`src/rtl/multi_cycle_ctrl_if.sv`:
```
// multi_cycle_ctrl_if: bundle between the multi-cycle core control FSM and its datapath/memory.
//   Decoded fields : opcode[4:0], alu_op[1:0], cond[2:0]
//   Status         : flag_z, flag_n, flag_c, flag_v, mem_ready
//   Single step    : step_mode, step (only when SINGLE_STEP_EN is defined)
//   Memory request : mem_read, mem_write, addr_sel
//   Datapath ctrl  : ir_write, pc_write, pc_src[1:0], alu_src, alu_ctrl[1:0], flag_write,
//                    reg_write, wb_sel[1:0], out_en
//   Status pulses  : mem_err, illegal
// Modports: master = control FSM, slave = datapath/memory side.
interface multi_cycle_ctrl_if;
    localparam int unsigned OPC_W  = 5;
    localparam int unsigned COND_W = 3;
    localparam int unsigned SEL_W  = 2;

    logic [OPC_W-1:0]  opcode;
    logic [SEL_W-1:0]  alu_op;
    logic [COND_W-1:0] cond;
    logic              flag_z;
    logic              flag_n;
    logic              flag_c;
    logic              flag_v;
    logic              mem_ready;
`ifdef SINGLE_STEP_EN
    logic              step_mode;
    logic              step;
`endif
    logic              mem_read;
    logic              mem_write;
    logic              addr_sel;
    logic              ir_write;
    logic              pc_write;
    logic [SEL_W-1:0]  pc_src;
    logic              alu_src;
    logic [SEL_W-1:0]  alu_ctrl;
    logic              flag_write;
    logic              reg_write;
    logic [SEL_W-1:0]  wb_sel;
    logic              out_en;
    logic              mem_err;
    logic              illegal;

    modport master (
        input  opcode, alu_op, cond, flag_z, flag_n, flag_c, flag_v, mem_ready,
`ifdef SINGLE_STEP_EN
        input  step_mode, step,
`endif
        output mem_read, mem_write, addr_sel, ir_write, pc_write, pc_src, alu_src,
               alu_ctrl, flag_write, reg_write, wb_sel, out_en, mem_err, illegal
    );

    modport slave (
        output opcode, alu_op, cond, flag_z, flag_n, flag_c, flag_v, mem_ready,
`ifdef SINGLE_STEP_EN
        output step_mode, step,
`endif
        input  mem_read, mem_write, addr_sel, ir_write, pc_write, pc_src, alu_src,
               alu_ctrl, flag_write, reg_write, wb_sel, out_en, mem_err, illegal
    );
endinterface

```
`src/rtl/multi_cycle_ctrl.sv`:
```
// multi_cycle_ctrl: main control FSM of the multi-cycle 16-bit RISC core.
// Sequences FETCH/DECODE/EXEC/MEM/WB for one instruction at a time and drives the datapath
// enables/muxes plus the memory request/ready handshake, with a memory wait timeout.
// Ports:
//   clk   - system clock, rising edge
//   reset - synchronous, active-high; forces every output low while high
//   bus   - multi_cycle_ctrl_if.master (decoded fields, flags, memory handshake, controls)
// Parameter TIMEOUT_W: wait counter width; mem_err after 2**TIMEOUT_W-1 cycles without mem_ready.
// Optional feature macro SINGLE_STEP_EN: adds step_mode/step; with step_mode=1 FETCH only
// requests memory after a step pulse has been latched.
// Controls are decoded from state+opcode (not registered) so strobes land in the cycle
// the handshake completes.
module multi_cycle_ctrl #(
    parameter int unsigned TIMEOUT_W = 4
) (
    input  logic                clk,
    input  logic                reset,
    multi_cycle_ctrl_if.master  bus
);
    localparam int unsigned ST_W = 3;

    localparam logic [4:0] OP_ALU  = 5'b00000;
    localparam logic [4:0] OP_LHI  = 5'b00001;
    localparam logic [4:0] OP_LDR  = 5'b00011;
    localparam logic [4:0] OP_STR  = 5'b00101;
    localparam logic [4:0] OP_ADDI = 5'b00111;
    localparam logic [4:0] OP_JMP  = 5'b10000;
    localparam logic [4:0] OP_BCC  = 5'b11000;
    localparam logic [4:0] OP_OUT  = 5'b11100;

    typedef enum logic [ST_W-1:0] {
        S_FETCH  = 3'd0,
        S_DECODE = 3'd1,
        S_EXEC   = 3'd2,
        S_MEM    = 3'd3,
        S_WB     = 3'd4
    } state_t;

    state_t               state;
    state_t               state_nxt;
    logic [TIMEOUT_W-1:0] wait_cnt;
    logic                 timeout;
    logic                 fetch_go;
    logic                 known_op;
    logic                 cond_true;
    logic                 waiting;

    logic       mem_read;
    logic       mem_write;
    logic       addr_sel;
    logic       ir_write;
    logic       pc_write;
    logic [1:0] pc_src;
    logic       alu_src;
    logic [1:0] alu_ctrl;
    logic       flag_write;
    logic       reg_write;
    logic [1:0] wb_sel;
    logic       out_en;
    logic       mem_err;
    logic       illegal;

    assign timeout = &wait_cnt;

`ifdef SINGLE_STEP_EN
    // Latched step pulse; consumed when the stepped instruction is loaded.
    logic armed;

    always_ff @(posedge clk) begin
        if (reset) begin
            armed <= 1'b0;
        end else if (ir_write) begin
            armed <= 1'b0;
        end else if (bus.step) begin
            armed <= 1'b1;
        end
    end

    assign fetch_go = !bus.step_mode || armed;
`else
    assign fetch_go = 1'b1;
`endif

    // Opcode legality
    always_comb begin
        known_op = 1'b0;
        case (bus.opcode)
            OP_ALU, OP_LHI, OP_LDR, OP_STR, OP_ADDI, OP_JMP, OP_BCC, OP_OUT: known_op = 1'b1;
            default: known_op = 1'b0;
        endcase
    end

    // Branch condition evaluation against registered flags
    always_comb begin
        cond_true = 1'b0;
        case (bus.cond)
            3'b000:  cond_true =  bus.flag_z;
            3'b001:  cond_true = !bus.flag_z;
            3'b010:  cond_true =  bus.flag_c;
            3'b011:  cond_true = !bus.flag_c;
            3'b100:  cond_true =  bus.flag_n;
            3'b101:  cond_true = !bus.flag_n;
            3'b110:  cond_true =  bus.flag_v;
            default: cond_true = 1'b1;
        endcase
    end

    // A request is outstanding and unanswered this cycle
    assign waiting = ((state == S_FETCH && fetch_go) || state == S_MEM)
                     && !bus.mem_ready && !timeout;

    // State register
    always_ff @(posedge clk) begin
        if (reset) begin
            state <= S_FETCH;
        end else begin
            state <= state_nxt;
        end
    end

    // Wait counter: idles at zero so each FETCH/MEM entry starts a fresh count
    always_ff @(posedge clk) begin
        if (reset) begin
            wait_cnt <= '0;
        end else if (waiting) begin
            wait_cnt <= wait_cnt + TIMEOUT_W'(1);
        end else begin
            wait_cnt <= '0;
        end
    end

    // Next-state logic
    always_comb begin
        state_nxt = state;
        case (state)
            S_FETCH: begin
                if (timeout) begin
                    state_nxt = S_FETCH;
                end else if (fetch_go && bus.mem_ready) begin
                    state_nxt = S_DECODE;
                end
            end
            S_DECODE: state_nxt = known_op ? S_EXEC : S_FETCH;
            S_EXEC: begin
                case (bus.opcode)
                    OP_ALU, OP_ADDI, OP_LHI: state_nxt = S_WB;
                    OP_LDR, OP_STR:          state_nxt = S_MEM;
                    default:                 state_nxt = S_FETCH;
                endcase
            end
            S_MEM: begin
                if (timeout) begin
                    state_nxt = S_FETCH;
                end else if (bus.mem_ready) begin
                    state_nxt = (bus.opcode == OP_LDR) ? S_WB : S_FETCH;
                end
            end
            S_WB:    state_nxt = S_FETCH;
            default: state_nxt = S_FETCH;
        endcase
    end

    // Output decode; everything held low during reset
    always_comb begin
        mem_read   = 1'b0;
        mem_write  = 1'b0;
        addr_sel   = 1'b0;
        ir_write   = 1'b0;
        pc_write   = 1'b0;
        pc_src     = 2'b00;
        alu_src    = 1'b0;
        alu_ctrl   = 2'b00;
        flag_write = 1'b0;
        reg_write  = 1'b0;
        wb_sel     = 2'b00;
        out_en     = 1'b0;
        mem_err    = 1'b0;
        illegal    = 1'b0;
        if (!reset) begin
            case (state)
                S_FETCH: begin
                    if (timeout) begin
                        mem_err = 1'b1;
                    end else if (fetch_go) begin
                        mem_read = 1'b1;
                        if (bus.mem_ready) begin
                            ir_write = 1'b1;
                            pc_write = 1'b1;
                        end
                    end
                end
                S_DECODE: illegal = !known_op;
                S_EXEC: begin
                    case (bus.opcode)
                        OP_ALU: begin
                            alu_ctrl   = bus.alu_op;
                            flag_write = 1'b1;
                        end
                        OP_ADDI: begin
                            alu_src    = 1'b1;
                            flag_write = 1'b1;
                        end
                        OP_LDR, OP_STR: alu_src = 1'b1;
                        OP_JMP: begin
                            pc_write = 1'b1;
                            pc_src   = 2'b10;
                        end
                        OP_BCC: begin
                            pc_src   = 2'b01;
                            pc_write = cond_true;
                        end
                        OP_OUT:  out_en = 1'b1;
                        default: ;
                    endcase
                end
                S_MEM: begin
                    if (timeout) begin
                        mem_err = 1'b1;
                    end else begin
                        addr_sel  = 1'b1;
                        mem_read  = (bus.opcode == OP_LDR);
                        mem_write = (bus.opcode == OP_STR);
                    end
                end
                S_WB: begin
                    reg_write = 1'b1;
                    if (bus.opcode == OP_LDR) begin
                        wb_sel = 2'b01;
                    end else if (bus.opcode == OP_LHI) begin
                        wb_sel = 2'b10;
                    end
                end
                default: ;
            endcase
        end
    end

    assign bus.mem_read   = mem_read;
    assign bus.mem_write  = mem_write;
    assign bus.addr_sel   = addr_sel;
    assign bus.ir_write   = ir_write;
    assign bus.pc_write   = pc_write;
    assign bus.pc_src     = pc_src;
    assign bus.alu_src    = alu_src;
    assign bus.alu_ctrl   = alu_ctrl;
    assign bus.flag_write = flag_write;
    assign bus.reg_write  = reg_write;
    assign bus.wb_sel     = wb_sel;
    assign bus.out_en     = out_en;
    assign bus.mem_err    = mem_err;
    assign bus.illegal    = illegal;
endmodule
```
`src/flat_wrapper.sv`:
```
// flat-port wrapper written by rule: the top's interface ports become plain ports
module multi_cycle_ctrl_flat 
#(
    parameter int unsigned TIMEOUT_W = 4
)
  (clk, reset, bus_opcode, bus_alu_op, bus_cond, bus_flag_z, bus_flag_n, bus_flag_c, bus_flag_v, bus_mem_ready, bus_mem_read, bus_mem_write, bus_addr_sel, bus_ir_write, bus_pc_write, bus_pc_src, bus_alu_src, bus_alu_ctrl, bus_flag_write, bus_reg_write, bus_wb_sel, bus_out_en, bus_mem_err, bus_illegal);
  multi_cycle_ctrl_if bus_i ();
  input  logic clk;
  input  logic reset;
  input wire logic [$bits(bus_i.opcode)-1:0] bus_opcode;
  input wire logic [$bits(bus_i.alu_op)-1:0] bus_alu_op;
  input wire logic [$bits(bus_i.cond)-1:0] bus_cond;
  input wire logic [$bits(bus_i.flag_z)-1:0] bus_flag_z;
  input wire logic [$bits(bus_i.flag_n)-1:0] bus_flag_n;
  input wire logic [$bits(bus_i.flag_c)-1:0] bus_flag_c;
  input wire logic [$bits(bus_i.flag_v)-1:0] bus_flag_v;
  input wire logic [$bits(bus_i.mem_ready)-1:0] bus_mem_ready;
  output wire logic [$bits(bus_i.mem_read)-1:0] bus_mem_read;
  output wire logic [$bits(bus_i.mem_write)-1:0] bus_mem_write;
  output wire logic [$bits(bus_i.addr_sel)-1:0] bus_addr_sel;
  output wire logic [$bits(bus_i.ir_write)-1:0] bus_ir_write;
  output wire logic [$bits(bus_i.pc_write)-1:0] bus_pc_write;
  output wire logic [$bits(bus_i.pc_src)-1:0] bus_pc_src;
  output wire logic [$bits(bus_i.alu_src)-1:0] bus_alu_src;
  output wire logic [$bits(bus_i.alu_ctrl)-1:0] bus_alu_ctrl;
  output wire logic [$bits(bus_i.flag_write)-1:0] bus_flag_write;
  output wire logic [$bits(bus_i.reg_write)-1:0] bus_reg_write;
  output wire logic [$bits(bus_i.wb_sel)-1:0] bus_wb_sel;
  output wire logic [$bits(bus_i.out_en)-1:0] bus_out_en;
  output wire logic [$bits(bus_i.mem_err)-1:0] bus_mem_err;
  output wire logic [$bits(bus_i.illegal)-1:0] bus_illegal;
  assign bus_i.opcode = bus_opcode;
  assign bus_i.alu_op = bus_alu_op;
  assign bus_i.cond = bus_cond;
  assign bus_i.flag_z = bus_flag_z;
  assign bus_i.flag_n = bus_flag_n;
  assign bus_i.flag_c = bus_flag_c;
  assign bus_i.flag_v = bus_flag_v;
  assign bus_i.mem_ready = bus_mem_ready;
  assign bus_mem_read = bus_i.mem_read;
  assign bus_mem_write = bus_i.mem_write;
  assign bus_addr_sel = bus_i.addr_sel;
  assign bus_ir_write = bus_i.ir_write;
  assign bus_pc_write = bus_i.pc_write;
  assign bus_pc_src = bus_i.pc_src;
  assign bus_alu_src = bus_i.alu_src;
  assign bus_alu_ctrl = bus_i.alu_ctrl;
  assign bus_flag_write = bus_i.flag_write;
  assign bus_reg_write = bus_i.reg_write;
  assign bus_wb_sel = bus_i.wb_sel;
  assign bus_out_en = bus_i.out_en;
  assign bus_mem_err = bus_i.mem_err;
  assign bus_illegal = bus_i.illegal;
  multi_cycle_ctrl #(.TIMEOUT_W(TIMEOUT_W)) u_core (.clk(clk), .reset(reset), .bus(bus_i));
endmodule
```
`config.mk`:
```
export PLATFORM = sky130hd
export DESIGN_NAME = multi_cycle_ctrl_flat
export DESIGN_NICKNAME = d
export VERILOG_FILES = /design/src/rtl/multi_cycle_ctrl_if.sv /design/src/rtl/multi_cycle_ctrl.sv /design/src/flat_wrapper.sv
export SDC_FILE = /design/constraint.sdc
export NUM_CORES = 1
export LEC_CHECK = 0
export ABC_AREA = 1
export CORE_MARGIN = 3
export CORE_UTILIZATION = 41
export CTS_BUF_LIST = sky130_fd_sc_hd__clkbuf_8 sky130_fd_sc_hd__clkbuf_16
export DETAILED_ROUTE_END_ITERATION = 16
export PLACE_DENSITY = 0.91
export SYNTH_ARGS = -nofsm -noshare
export SYNTH_HDL_FRONTEND = slang
export SYNTH_SLANG_ARGS = --single-unit
```
`constraint.sdc`:
```
create_clock -name clk -period 1.85 [get_ports clk]
set_input_delay 0.185 -clock clk [delete_from_list [all_inputs] [get_ports clk]]
set_output_delay 0.185 -clock clk [all_outputs]
set_load 0.01 [all_outputs]
```
# ---- Yosys cells after proc, flatten, opt, wreduce, memory -nomap -nowiden
# Memory sizes are Yosys's and may differ from the RTL's.
# Cells that the tools add are included.
dict set report totals {
  in_bits 17
  reg_bits 7
  memories 1
  romBits 32
  wordCells 95
  output_inout_bits 17
}
dict set report op_classes {
  reduce_logical 20
  n_mux 51
  n_eq_ne 19
  n_addsub 1
  bitwise_logic 1
}
# memory depth width read_ports rd_ports_with_merged_regs wr line_no
set mem_list {}
lappend mem_list {{(no name shown)} 32 1 1 0 0 multi_cycle_ctrl.sv:87} ;# case (bus.opcode)
# operator n
set ops {}
lappend ops {{1-bit two-way mux} 29}
lappend ops {{2-bit two-way mux} 10}
lappend ops {{5-bit equality test, second input constant} 3}
lappend ops {{3-bit two-way mux} 5}
lappend ops {{3-bit by 2-bit equality test with 1-bit output, second input constant} 4}
lappend ops {{3-bit equality test, second input constant} 4}
lappend ops {{3-bit one-hot mux with 4 select lines} 1}
lappend ops {{5-bit by 3-bit equality test with 1-bit output, second input constant} 2}
lappend ops {{2-bit OR reduction} 4}
lappend ops {{1-bit one-hot mux with 7 select lines} 1}
lappend ops {{3-bit by 1-bit equality test with 1-bit output, second input constant} 2}
lappend ops {{1-bit logical NOT} 6}
lappend ops {{3-bit logical NOT} 2}
lappend ops {{3-bit by 2-bit inequality test with 1-bit output, second input constant} 2}
lappend ops {{1-bit one-hot mux with 2 select lines} 3}
lappend ops {{3-bit one-hot mux with 2 select lines} 1}
lappend ops {{3-bit OR reduction} 2}
lappend ops {{5-bit by 1-bit equality test with 1-bit output, second input constant} 1}
lappend ops {{5-bit by 2-bit equality test with 1-bit output, second input constant} 1}
lappend ops {{5-bit logical NOT} 1}
lappend ops {{4-bit by 1-bit adder with 4-bit output, second input constant} 1}
lappend ops {{2-bit one-hot mux with 2 select lines} 1}
lappend ops {{4-bit AND reduction} 1}
lappend ops {{1-bit logical AND} 2}
lappend ops {{3 further kinds} 3}

# ---- Longest topological paths before layout
# Gate-level depths: netlist of run 1.
dict set report logic_depth {
  word_depth 6
  ltp_mapped 9
  ltp_nobuf 9
}

# ---- Worst setup path before layout of run 1
# No wires, ideal clock.
dict set report synth_timing {
  kind {register -> output}
  from {register u_core.wait_cnt[0]}
  to {output bus_mem_read}
  required_ns 1.665
  path_buffers 0
  arrival_time_ns 1.097
  stages_incl_launch_ff 9
  slack_ns 0.568
  cell_sequence {dfxtp_1 > ha_1 > nand2_1 > nor2_1 > nor2_1 > inv_1 > nor2_1 > nor2_1 > nor2_1}
}
dict set report synth_between {
  elab_chain_cells 4
  elab_cells_between_ends 5
  cone_classes {mux (4); reduce/logical (1)}
}
# item line_no
set synth_rtl {}
lappend synth_rtl {{from (decl)} multi_cycle_ctrl.sv:41} ;# logic [TIMEOUT_W-1:0] wait_cnt;
lappend synth_rtl {{from (signal assigned)} multi_cycle_ctrl.sv:126} ;# wait_cnt <= wait_cnt + TIMEOUT_W'(1);
lappend synth_rtl {{4-bit AND reduction (*)} multi_cycle_ctrl.sv:63} ;# assign timeout = &wait_cnt;
lappend synth_rtl {{1-bit two-way mux} multi_cycle_ctrl.sv:217} ;# if (timeout) begin
lappend synth_rtl {{1-bit one-hot mux with 2 select lines (*)} multi_cycle_ctrl.sv:180} ;# case (state)
lappend synth_rtl {{1-bit two-way mux (*)} multi_cycle_ctrl.sv:179} ;# if (!reset) begin
lappend synth_rtl {{to (decl)} flat_wrapper.sv:18} ;# output wire logic [$bits(bus_i.mem_read)-1:0] bus_mem_read;
# Every way passes the cells marked *; elsewhere a longest branch is shown, timed or not.

# ---- Final worst setup path of run 1
dict set report layout_timing {
  from {register u_core.state[2]}
  to {output bus_wb_sel[1]}
}
dict set report layout_between {
  elab_chain_cells 3
}
# item line_no
set layout_rtl {}
lappend layout_rtl {{from (decl)} multi_cycle_ctrl.sv:39} ;# state_t state;
lappend layout_rtl {{from (signal assigned)} multi_cycle_ctrl.sv:117} ;# state <= state_nxt;
lappend layout_rtl {{3-bit equality test} multi_cycle_ctrl.sv:180}
lappend layout_rtl {{2-bit two-way mux} multi_cycle_ctrl.sv:180}
lappend layout_rtl {{2-bit two-way mux} multi_cycle_ctrl.sv:179}
lappend layout_rtl {{to (decl)} flat_wrapper.sv:28} ;# output wire logic [$bits(bus_i.wb_sel)-1:0] bus_wb_sel;
# No other way between the ends.

==> results of run 1 <==
==> cell families after synthesis <==
kind of cell | share of synthesized area
and+or+nand+nor | 0.536
buffers and inverters | 0.110
AOI/OAI and AO/OA | 0.104
DFF | 0.217
xor gates and xnor gates | 0.0135
adders and majority gates | 0.0193
==> state kept, by name, indices dropped and copies added (netlist names) <==
register,flops
u_core.wait_cnt,4
u_core.state,3
==> area by class of cell <==
type / count / area share
clock buffers: 3 / 0.0339
multi-input cells: 89 / 0.381
well taps: 15 / 0.0154
inverters: 19 / 0.0586
flip-flops and latches: 7 / 0.115
clock inverters: 1 / 0.00411
repair buffers: 54 / 0.392
==> layout by cell type, fill, tap and decap left out, drive strengths merged, types with 2 or more instances in the layout <==
cell type	instances
dfxtp	7
inv	19
o21ai	3
nand3	11
nor3	6
dlygate4sd2	13
nor2	24
clkbuf	4
a21oi	5
buf	22
dlymetal6s2s	6
nand4	2
nand2	29
clkdlybuf4s50	12
==> worst register-to-register path, cell delays in order (launching register included) <==
cell and delay, ns:
dfxtp_1 0.37, ha_1 0.20, nand2_1 0.11, nor2_2 0.20, nor2_2 0.07, inv_2 0.08, nor2_2 0.06, buf_4 0.13
buf_4 0.12, a21oi_1 0.12, nor2_1 0.06
==> per-stage QoR <==
step / area, um2 / hold WS [ns] / instances / util / setup slack [ns]
after floorplan: 647 / 0.396 / 115 / - / 0.568
after global placement: 1140 / 0.497 / 182 / 0.824 / -0.255
after detailed placement: 1140 / 0.510 / 182 / 0.824 / -0.324
after CTS: 1170 / 0.526 / 187 / 0.850 / -0.200
after global routing: 1220 / 0.560 / 188 / 0.881 / -0.194
final: 1220 / 0.530 / 188 / 0.881 / -0.164
==> timing repair <==
item | 4_1_cts | 5_1_grt
gates resized for setup | 20 | 14
setup buffers | 1 | 1
pin swaps | 3 | 3
setup endpoints to repair | 17 | 11
==> per-layer routing <==
layer	global-route usage	routed length, um	up-vias
met3	0.0435	338	34
met2	0.540	1560	97
met5	0	0	-
met4	0.148	191	0
li1	-	-	486
met1	0.294	1140	471
==> final timing paths <==
| path | from | slack, ns | cells past startpoint | to |
|---|---|---|---|---|
| max | u_core.state[2]$_SDFFE_PP0P_ | -0.16 | 5 | bus_wb_sel[1] |
| min | u_core.wait_cnt[3]$_SDFF_PP0_ | 0.53 | 2 | u_core.wait_cnt[3]$_SDFF_PP0_ |
| max reg2reg | u_core.wait_cnt[1]$_SDFF_PP0_ | 0.23 | 10 | u_core.state[2]$_SDFFE_PP0P_ |
| min reg2reg | u_core.wait_cnt[3]$_SDFF_PP0_ | 0.53 | 2 | u_core.wait_cnt[3]$_SDFF_PP0_ |
==> where the power goes <==
part	switching [W]	total, W	leakage (nW)	internal (W)
combinational	0.000135	0.000247	0.603	0.000113
sequential	0.0000181	0.000181	0.0570	0.000163
clock	0.0000855	0.000233	0.0255	0.000147
total	0.000238	0.000661	0.685	0.000423
==> metrics.yaml, run 1 <==
power_and_ir_drop:
  power.density_nw_per_um2: 543
  leakagePower_nw: 0.685
  finalPower_w: 0.000661
  ir_worst_vdd_uv: 534
setup_path:
  cp_cell_sequence: "inv_1, nor4_4, nand2_1, nor2_1, clkdlybuf4s50_1"
  cp.buffers_inverters: 2
  path_class: "reg -> out"
  critPathArrivalTime_ns: 1.83
  cp_max_fo: 4
  crit_slowest_cell: "clkdlybuf4s50_1"
  critPathLaunchType: "register"
  crit_path_end_kind: "output pin"
  crit_required_ns: 1.66
  critical-path-top-delay-family: "buffers and inverters"
  critical-path-max-stage-delay_ns: 0.55
finish:
  synthToLayoutAreaGrowth_pct: 88.2
  seq_area_um2: 140
  drive_gt1_frac: 0.237
  nNetsFinal: 192
  multi_input_area_um2: 464
  diodes: 0
  n_fill_cell: 72
sta:
  setup_slack_ns: -0.164
  final_max_slew_viol_count: 0
  period_share: 1.09
  fmax_mhz: 497
  clock_skew_ns: 0.00667
  min_period_ns: 2.01
  worst_slew_pin_slew_ns: 0.364
  rsz0062_at_grt: "yes"
  slew_headroom: 0.755
  finalSetupViolCount: 1
  finalHoldViolCount: 0
  tns_ns: -0.164
drt:
  ant_nets: 0
  drt-total-wl_um: 3230
  via_per_inst: 5.79
  drt-pass1-iter-count: 4
  wl_per_cell_um: 17.2
  drc: 0
  drt_iter0_drc: 96
  vias: 1088
grt:
  grt_pass1_vias: 1001
  grt_max_degree: 8
  overflow: 0
  grt_pass1_wl_um: 4280
  grt_use_total: 0.285
  grt_antenna_before_repair: 0
synthesis:
  syn_inst: 115
  ys_ff_latch: 7
  synth.net_count: 133
  synth_area_leader_cell: "dfxtp_1"
  ys_seq_area_frac: 0.217
  async_reset_ff_frac: 0
  synth_cell_types: 22
  synth-edff-count: 0
  syn_avg_cell_area_um2: 5.62
  syn-cell-area_um2: 647
  ys_top_cells_by_count: "nand2_1, nor2_1, inv_1"
  ys.flop_type: "dfxtp_1"
  synth.most_common_cell: "nand2_1"
  synth_area_leaders: "dfxtp_1, nand2_1, nor2_1, inv_1, nand3_1"
  synth_top_area_frac: 0.217
  ys_warn_count: 0
die:
  start_util: 0.468
  die_area_um2: 2090
  placementRows: 13
  die_w_um: 45.7
  io_pins: 34
  core_area_um2: 1380
  die_y_um: 45.7
status:
  violations: "negative setup slack"
  status: "finished with violations"
placement:
  hpwlAfterDp_um: 1980
  gp_congestion: 0.885
  io_buffer_count: 33
clock_network:
  clk_pin_slew_ns: 0.05
  cts_made_buffers: 3
  ctsHoldBuffers: 0
  cts_tree: "done"
  cts_sinks: 7
  clk_latency_ns: 0.24
  cts_root_buffer: "clkbuf_8"
  cts_max_path_buffers: 2
  htreeDepth: 1
run:
  drv_cap: 0
hold_path:
  holdCritPathClass: "reg -> reg"
(Power assumes the default switching activity.)
==> inputs of run 2 (changes only) <==
--- a/config.mk
+++ b/config.mk
@@ -11,6 +11,7 @@
 export CTS_BUF_LIST = sky130_fd_sc_hd__clkbuf_8 sky130_fd_sc_hd__clkbuf_16
 export DETAILED_ROUTE_END_ITERATION = 16
 export PLACE_DENSITY = 0.91
+export RECOVER_POWER = 50
 export SYNTH_ARGS = -nofsm -noshare
 export SYNTH_HDL_FRONTEND = slang
 export SYNTH_SLANG_ARGS = --single-unit
==> run 2 against run 1 <==
The run still ends with negative setup slack left. Hold slack improved by 0.0077 ns. Cell area fell by 0.92%. Clock power barely moved. Critical path depth did not move. Worst setup slack got worse by 0.025 ns. Die area did not move. Non-clock buffer count did not move. Critical path type unchanged. Highest routed layer unchanged.
==> metrics.yaml, run 2 (synthesis gave the netlist of run 1 again) <==
status:
  status: "finished with violations"
  violations: "negative setup slack"
finish:
  final_common_cell: "nand2_1"
  n_fill_cell: 78  # +8.3%
  reg.largest.list: "u_core.wait_cnt x4, u_core.state x3"
  top_register: "u_core.wait_cnt"
  multi_input_area_um2: 457  # -1.6%
  drive_gt1_frac: 0.220  # -0.0173
  largest_reg_flops: 4  # unchanged
  seq_area_um2: 140  # unchanged
  stdcell_area_um2: 1210  # -0.92%
  diodes: 0  # unchanged
  final_util: 0.872  # -0.00814
  nNetsFinal: 192  # unchanged
  final_cell_mix: "nand2_1, nor2_1, buf_4"
  synthToLayoutAreaGrowth_pct: 86.5
placement:
  place_ws_ns: -0.324  # unchanged
  gp_congestion: 0.885  # unchanged
  io_buffer_count: 33  # unchanged
  placed_cell_area_um2: 1140  # unchanged
  hpwlAfterDp_um: 1980  # unchanged
drt:
  vias: 1102  # +1.3%
  via_per_inst: 5.86  # +1.3%
  drt-pass1-iter-count: 6  # +2
  wl_per_cell_um: 17.2  # +0.19%
  ant_nets: 0  # unchanged
  drt_iter0_drc: 76  # -21%
  drt-total-wl_um: 3240  # +0.19%
  drc: 0  # unchanged
sta:
  fmax_mhz: 490  # -1.2%
  min_period_ns: 2.04  # +0.0251 ns
  tns_ns: -0.189  # -0.0251 ns
  period_share: 1.10  # +0.0136
  finalHoldViolCount: 0  # unchanged
  rsz0062_at_grt: "yes"
  final_max_slew_viol_count: 0  # unchanged
  finalSetupViolCount: 1  # unchanged
  slew_headroom: 0.750  # -0.00510
  setup_slack_ns: -0.189  # -0.0251 ns
  worst_slew_pin_slew_ns: 0.372  # +0.00759 ns
  clock_skew_ns: 0.00659  # -0.0000844 ns
setup_path:
  crit_path_end_kind: "output pin"
  crit_required_ns: 1.66  # about the same
  critPathLaunchType: "register"
  path_class: "reg -> out"
  critical-path-max-stage-delay_ns: 0.56  # about the same
  cp_max_fo: 4  # unchanged
  crit_slowest_cell: "clkdlybuf4s50_1"
  critPathArrivalTime_ns: 1.85  # +0.02 ns
  cp_cell_sequence: "inv_1, nor4_4, nand2_1, nor2_1, clkdlybuf4s50_1"
grt:
  overflow: 0  # unchanged
  grt_max_degree: 8  # unchanged
  grt_use_total: 0.285  # unchanged
  grt_antenna_before_repair: 0  # unchanged
  grt_pass1_vias: 1001  # unchanged
  grt_pass1_wl_um: 4280  # unchanged
clock_network:
  cts_sinks: 7  # unchanged
  htreeDepth: 1  # unchanged
  ctsHoldBuffers: 0  # unchanged
  clk_latency_ns: 0.24  # about the same
  cts_root_buffer: "clkbuf_8"
  cts_tree: "done"
  cts_max_path_buffers: 2  # unchanged
  clk_pin_slew_ns: 0.05  # about the same
  cts_made_buffers: 3  # unchanged
die:
  placementRows: 13  # unchanged
  die_area_um2: 2090  # unchanged
  die_y_um: 45.7  # unchanged
  start_util: 0.468  # unchanged
  die_w_um: 45.7  # unchanged
  core_area_um2: 1380  # unchanged
  io_pins: 34  # unchanged
run:
  drv_cap: 0  # unchanged
power_and_ir_drop:
  power.density_nw_per_um2: 547  # +0.65%
  leakagePower_nw: 0.680  # -0.78%
  ir_worst_vdd_uv: 533  # about the same
hold_path:
  holdCritPathClass: "reg -> reg"
run 2: cell count changes in the layout (fill, tap and decap cells not counted):
cell and delta:
a21oi_1 +1, a21oi_2 -1, buf_4 -1, clkbuf_1 +1
nand3b_1 +1, nand3b_2 -1, o21ai_0 +1, o21ai_1 -1
run 2: cell type report:
type,instances,area share
inverter,19,0.0591
tap,15,0.0156
multi-input combinational,89,0.379
clock buffer,3,0.0342
timing repair buffer,54,0.392
clock inverter,1,0.00415
sequential,7,0.116
run 2: path summary, 6_finish.rpt:
| check | to | from | cells past startpoint | slack (ns) |
|---|---|---|---|---|
| worst max-delay path | bus_wb_sel[1] | u_core.state[2]$_SDFFE_PP0P_ | 5 | -0.19 |
| worst min-delay path | u_core.wait_cnt[3]$_SDFF_PP0_ | u_core.wait_cnt[3]$_SDFF_PP0_ | 2 | 0.54 |
| worst max register to register | u_core.state[0]$_SDFFE_PP0P_ | u_core.state[1]$_SDFFE_PP0P_ | 5 | 0.22 |
| worst min register to register | u_core.wait_cnt[3]$_SDFF_PP0_ | u_core.wait_cnt[3]$_SDFF_PP0_ | 2 | 0.54 |
run 2: critical path: cells and delay by family (launching register included):
kind / cells / cell delay, ns
buffers and inverters: 2 / 0.69
DFF: 1 / 0.40
and+or+nand+nor: 3 / 0.53
run 2: timing repair:
item | CTS | global route
gates cloned | 0 | 0
endpoints found under the setup margin | 17 | 11
resized for setup | 20 | 14
pin swaps | 3 | 3
setup buffers | 1 | 1
run 2: metrics by stage:
stage	power, W	std cells	hold slack (ns)
after floorplan	0.000275	115	0.396
after global placement	0.000393	182	0.497
after detailed placement	0.000403	182	0.510
after CTS	0.000623	187	0.526
after global routing	0.000684	188	0.560
final	0.000659	188	0.538
run 2: report_power, final:
group | switching [W] | total, W | internal (W)
combinational | 0.000133 | 0.000243 | 0.000110
clock | 0.0000863 | 0.000234 | 0.000147
sequential | 0.0000194 | 0.000182 | 0.000163
total | 0.000239 | 0.000659 | 0.000420
run 2: routing by layer:
layer | vias up | track usage | share of wire
met5 | - | 0 | 0
met4 | 0 | 0.148 | 0.068
met3 | 32 | 0.0435 | 0.10
met2 | 101 | 0.540 | 0.47
met1 | 482 | 0.294 | 0.35
li1 | 487 | - | -
